### config.mk
export PLATFORM = sky130hd
export DESIGN_NAME = hier_next_state_logic
export DESIGN_NICKNAME = d
export VERILOG_FILES = /design/src/rtl/hier_next_state_logic.sv
export SDC_FILE = /design/constraint.sdc
export NUM_CORES = 1
export LEC_CHECK = 0
export ABC_AREA = 0
export CORE_MARGIN = 1
export CORE_UTILIZATION = 30
export CTS_CLUSTER_DIAMETER = 30
export DETAILED_ROUTE_END_ITERATION = 8
export GPL_ROUTABILITY_DRIVEN = 0
export SLEW_MARGIN = 10
export SYNTH_ARGS = -nofsm -noshare
export SYNTH_HDL_FRONTEND = slang
export SYNTH_SLANG_ARGS = --single-unit
export TNS_END_PERCENT = 100
### constraint.sdc
create_clock -name clk -period 3.26 [get_ports clk]
set_input_delay 0.652 -clock clk [delete_from_list [all_inputs] [get_ports clk]]
set_output_delay 0.652 -clock clk [all_outputs]
set_load 0.03 [all_outputs]
### src/rtl/hier_next_state_logic.sv
// Next-state and dwell-timing half of the hierarchical 3-bit FSM (IDLE, RUN S1-S3, SERVICE S4-S6, FAULT).
// Define FSM_WATCHDOG_EN to force FAULT after WDT_LIMIT consecutive paused cycles in RUN/SERVICE.
module hier_next_state_logic #(
  parameter int DWELL_RUN = 4,
  parameter int DWELL_SVC = 2,
  parameter int CNT_W     = 4,
  parameter int WDT_LIMIT = 16
) (
  input  logic             clk,
  input  logic             rst,
  input  logic [2:0]       current_state,
  input  logic             start,
  input  logic             pause,
  input  logic             fault,
  input  logic             clear,
  output logic [2:0]       next_state,
  output logic [CNT_W-1:0] dwell_cnt,
  output logic             cycle_done,
  output logic [7:0]       run_count
);

  typedef enum logic [2:0] {
    S0 = 3'd0, S1 = 3'd1, S2 = 3'd2, S3 = 3'd3,
    S4 = 3'd4, S5 = 3'd5, S6 = 3'd6, S7 = 3'd7
  } state_t;

  localparam logic [CNT_W-1:0] RUN_LAST = CNT_W'(DWELL_RUN - 1);
  localparam logic [CNT_W-1:0] SVC_LAST = CNT_W'(DWELL_SVC - 1);
  localparam logic [CNT_W-1:0] CNT_ONE  = CNT_W'(1);

  state_t           cur_s;
  state_t           nxt_s;
  logic             active_s;
  logic             exp_run_s;
  logic             exp_svc_s;
  logic             wdt_trip_s;
  logic             done_s;
  logic [CNT_W-1:0] dwell_r;
  logic             cycle_done_r;
  logic [7:0]       run_count_r;

  assign cur_s     = state_t'(current_state);
  assign active_s  = (cur_s != S0) && (cur_s != S7);
  assign exp_run_s = (dwell_r == RUN_LAST) && !pause;
  assign exp_svc_s = (dwell_r == SVC_LAST) && !pause;

  // Next-state selection: reset, then fault/watchdog, then per-state progression.
  always_comb begin
    nxt_s = cur_s;
    if (!rst) begin
      nxt_s = S0;
    end else if (fault || wdt_trip_s) begin
      nxt_s = S7;
    end else begin
      case (cur_s)
        S0:      nxt_s = start     ? S1 : S0;
        S1:      nxt_s = exp_run_s ? S2 : S1;
        S2:      nxt_s = exp_run_s ? S3 : S2;
        S3:      nxt_s = exp_run_s ? S4 : S3;
        S4:      nxt_s = exp_svc_s ? S5 : S4;
        S5:      nxt_s = exp_svc_s ? S6 : S5;
        S6:      nxt_s = exp_svc_s ? S0 : S6;
        S7:      nxt_s = clear     ? S0 : S7;
        default: nxt_s = S0;
      endcase
    end
  end

  assign done_s = (cur_s == S6) && (nxt_s == S0);

  // Dwell counter, completion pulse and saturating completed-cycle count.
  always_ff @(posedge clk) begin
    if (!rst) begin
      dwell_r      <= '0;
      cycle_done_r <= 1'b0;
      run_count_r  <= 8'd0;
    end else begin
      if ((nxt_s != cur_s) || !active_s) begin
        dwell_r <= '0;
      end else if (!pause) begin
        dwell_r <= dwell_r + CNT_ONE;
      end else begin
        dwell_r <= dwell_r;
      end
      cycle_done_r <= done_s;
      if (done_s && (run_count_r != 8'hFF)) begin
        run_count_r <= run_count_r + 8'd1;
      end else begin
        run_count_r <= run_count_r;
      end
    end
  end

`ifdef FSM_WATCHDOG_EN
  localparam int               WDT_W    = $clog2(WDT_LIMIT + 1);
  localparam logic [WDT_W-1:0] WDT_LAST = WDT_W'(WDT_LIMIT - 1);
  localparam logic [WDT_W-1:0] WDT_ONE  = WDT_W'(1);

  logic [WDT_W-1:0] wdt_r;

  // Trips on the WDT_LIMIT-th consecutive paused cycle inside RUN/SERVICE.
  assign wdt_trip_s = active_s && pause && (wdt_r == WDT_LAST);

  // Consecutive-pause watchdog; any break in the pause run restarts it.
  always_ff @(posedge clk) begin
    if (!rst) begin
      wdt_r <= '0;
    end else if (wdt_trip_s || !pause || !active_s || (nxt_s == S0) || (nxt_s == S7)) begin
      wdt_r <= '0;
    end else begin
      wdt_r <= wdt_r + WDT_ONE;
    end
  end
`else
  // Without the watchdog a pause may hold a RUN/SERVICE state indefinitely.
  assign wdt_trip_s = (WDT_LIMIT < 32'sd0);
`endif

  assign next_state = nxt_s;
  assign dwell_cnt  = dwell_r;
  assign cycle_done = cycle_done_r;
  assign run_count  = run_count_r;

endmodule

-- After elaboration in Yosys (flattened, before gate mapping)
Cells that the tools add are included.
Widths: inputs -> output; s select.
- register bits: 13
- input port bits: 9
- $add $sub $neg: 2
- equality and inequality tests: 12
- muxes and demuxes: 11
- bitwise logic cells: 1
- reduce and logical (&&, ||, !) cells: 12
- operators by type and width (cell ; count):
    $pmux 3 s8 ; 1
    $mux 3 ; 5
    $eq 3x3->1 const B ; 4
    $add 8x1->8 const B ; 1
    $ne 8x8->1 const B ; 1
    $eq 3x2->1 const B ; 2
    $logic_not 3->1 ; 2
    $logic_and 1x1->1 ; 5
    $add 4x1->4 const B ; 1
    $eq 4x1->1 const B ; 1
    $eq 4x2->1 const B ; 1
    $mux 2 ; 2
    $eq 3x1->1 const B ; 1
    $mux 1 ; 3
    $ne 3x3->1 ; 1
    $ne 3x3->1 const B ; 1
    $reduce_bool 3->1 ; 1
    $logic_not 1->1 ; 2
    $reduce_or 2->1 ; 1
    $logic_or 1x1->1 ; 1
    $not 1->1 ; 1

-- Logic depth before layout (Yosys ltp)
- depth after elaboration: 9
- mapped depth: 8
- gate-level depth less buffers: 6

-- Least setup slack after synthesis
Ideal clock, no wire load.
- path type: input-to-output
- start: input port pause
- end: output port next_state[1]
- arrival: 2.354 ns
- slack: 0.254 ns
- stages: 6
- buffers on the path: 2
- cells stage by stage: buf_6 -> or4b_4 -> buf_6 -> mux2_2 -> a21oi_1 -> o21ai_0
- longest elaborated chain between the ends: 6
- elaborated cells on any way between the ends: 10
- classes of those cells: 7 x mux; 3 x reduce/logical
- RTL lines (item ; RTL line ; source):
    start: declaration ; 13 ; input logic pause,
    $logic_not 1->1 * ; -- ;
    $logic_and 1x1->1 (on tied branches) ; 45, 44 ;
    $mux 3 (tied with other cells) ; 62 ; S6: nxt_s = exp_svc_s ? S0 : S6;
    $pmux 3 s8 * ; 55 ; case (cur_s)
    $mux 3 * ; 52 ; end else if (fault || wdt_trip_s) begin
    $mux 3 * ; 50 ; if (!rst) begin
    end: declaration ; 16 ; output logic [2:0] next_state,
Mark *: on every way between the ends. The rest lies on a longest branch, timed or not.

-- Worst setup path after layout
Ends and elaborated chain as after synthesis.

==> summary.md <==
| Metric | Value |
|---|---|
| I/O pin count | 25 |
| Worst Path Buf+Inv | 2 |
| CTS buffer count | 3 |
| H-tree depth | 1 |
| Hold Slack | 0.501 ns |
| DRT iter0 DRCs | 52 |
| Via Count | 1064 |
| Final setup vio count | 0 |
| Status | completed |
| Mean area per synthesized cell | 8.01 sq um |
| Clock skew | about 0.011 ns |
| Mux cell area share after synthesis | 4.38% |
| Number of synthesized flops with an enable pin | 0 |
| Fraction of the mapped netlist area in adder cells | 3.75% |
| DRC errors left | 0 |
| Starting Density | approximately a third |
| RSZ-0062 raised after global routing | no |
| Routed length per instance | 13.4 um |
| Combinational family with the most area after synthesis | simple AND/OR/NAND/NOR gates |
| Syn Nets | between 100 and 150 |
| Commonest cells after routing, fill and taps aside | clkdlybuf4s50_1, dfxtp_1, buf_4 |
| Leak | 0.000438 uW |
| WL final | 2610 um |
| CP startpoint kind | input pin |
| Vias in the first global route | 944 |
| Final TNS setup | 0 ns |
| Site Rows | 20 |
| Async SR Flop Fraction | 0% |
| Most common cell after layout, fill and taps aside | clkdlybuf4s50_1 |
| Root Driver | clkbuf_4 |
| Pwr/cell area | 260 nW/um^2 |
| FF-to-FF Start | dwell_cnt[0] |
| Post-Synth XOR/XNOR Area | 3.50% |
| Post-synthesis simple-gate area fraction | 28.3% |
| Data arrival time of the critical path | 2.41 ns |
| Pre-CTS WS | 0.181 ns |
| Max-slew violations | 0 |
| DR vias/cell | around 5.5 |
| Worst-case clock buffer depth | 2 |
| Peak VDD IR | approximately 0.11 mV |
| Min-delay worst type | flop to flop |
| Post-DP HPWL | between 1500 and 2000 um |
| Slowest-stage cell, CP | or4b_4 |
| First-pass GRT wire length | 4210 um |
| CP max stage delay | 0.58 ns |
| Syn. warnings | 0 |
| Placed cell area | 1290 sq um |
| Clock sinks | 13 |
| ANT nets after route | 0 |
| Port-buffer cells | 24 |
| Top FF cell, synth | dfxtp_1 |
| Largest net degree at the start of global routing | 20 |
| Crit path capture type | primary output |
| Fmax | 327 MHz |
| Crit-path leading delay family | buffers and inverters |
| CTS tree | done |
| Core area | between 3000 and 4000 sq um |
| Design area | 1320 sq um |
| Netlist cell types | 44 |
| Fin. Hold Viols | 0 |
| Syn-to-layout area delta | 32.1% |
| Worst-Margin Slew | 0.514 ns |
| Grt ovf | 0 |
| Final worst path period need | around 3 ns |
| Seq/Total Area, Yosys | roughly a quarter |
| CP required | 2.61 ns |
| Worst Hold Launch | run_count[4] |
| Crit path max fanout | 6 |
| Post-Syn Instances | ~130 |
| Final Net Count | 163 |
| Max_slew headroom | between 60 and 70% |
| Die Height | 59.8 um |
| Die Wd | 59.8 um |
| Antenna violations before repair | 0 |
| ANT cells | 0 |
| Die area | 3570 sq um |
| Postcts setup bufs | 0 |
| CP startpoint | pause |
| CTS clk-pin slew, worst paths | 0.09 ns |
| Critical path class | input pin to primary output |
| Share of cells above drive strength 1 | 14.0% |
| GRT Overall Usage | between 10% and 20% |
| Post-Synthesis Cell Area | 1000 sq um |
| Setup ws final | 0.201 ns |
| 1st-pass router iterations | 4 |
| Maximum capacitance violations | 0 |
| Tot Pwr | between 300 and 400 uW |
| Crit-path cells | clkdlybuf4s50_1 > or4b_4 > mux2_2 > a21oi_1 > o21ai_0 > buf_4 |
| Hold buffers post-CTS | 0 |
| Flops & latches, synth | 13 |
| Compound-gate portion of the synthesized area | 26.2% |
| Clk_lat worst skew | 0.29 ns |
| Final Cycle Share | 93.8% |
per-layer routing:
metal,global-route usage (%),share of wire (%),vias to the layer above
li1,-,-,538
met1,20.1,50,503
met2,25.2,46,19
met3,2.16,3.1,4
met4,6.98,1.2,0
met5,0,0,-
stage by stage:
stage	instances	util, %
6_report	194	42.6
5_1_grt	194	42.6
4_1_cts	194	42.4
3_5_place_dp	190	41.5
3_3_place_gp	190	41.5
2_1_floorplan	125	-
kinds of logic after synthesis:
| family | after synthesis |
|---|---|
| multiplexers | 4 |
| AND/OR/NAND/NOR | 47 |
| buffers and inverters | 16 |
| flip-flops | 13 |
| XOR/XNOR | 4 |
| adder cells (fa/ha/maj) | 3 |
| AO/OA/AOI/OAI | 38 |
final timing paths:
kind                   end  slack (ns)  cells after the start
max          next_state[1]        0.20                      6
min reg2reg   run_count[4]        0.50                      2
min           run_count[4]        0.50                      2
max reg2reg   run_count[3]        0.71                      5
sequential cells by signal, summed over array words and instances (netlist names):
signal,flops
run_count,8
cycle_done,1
dwell_cnt,4
timing repair:
item,4_1_cts,5_1_grt
resized for setup,0,1
endpoints found under the setup margin,0,1
hold endpoints to repair,0,0
final cells by class:
cell class                      count  area [sq um]
Clock buffer                        3          22.5
Fill cell                         332          1780
Timing Repair Buffer               32           293
Inverter                            5          18.8
Clock inverter                      1          5.00
Multi-Input combinational cell     96           668
Sequential cell                    13           260
Tap cell                           44          55.1
Yosys cell counts, drive strengths merged, types with 3 or more instances:
cell     n  area share, %
nor2     3            1.1
buf      3            3.0
xor2     3            2.6
a21oi    9            4.5
mux2     3            3.4
inv      4            1.5
or4      5            3.8
nor4     6            3.8
ha       3            3.8
clkbuf   8            3.0
dfxtp   13             26
nor3     3            1.5
nand3    5            2.5
o21ai    6            3.0
nand2   10            3.8
a31oi    3            1.9
o31ai    5            3.8
tightest hold or removal path, cell delays in order (launching register included):
cell     delay (ns)
dfxtp_1        0.34
o31ai_1        0.07
a21oi_1        0.06
report_power, final:
group	leakage (uW)	internal [uW]	switching (uW)	total, uW
Combinational	0.000315	34.1	43.0	77.1
Sequential	0.000105	160	1.66	162
Clock	0.0000177	45.6	59.9	105
No activity file was read; power rests on OpenSTA's default activity.
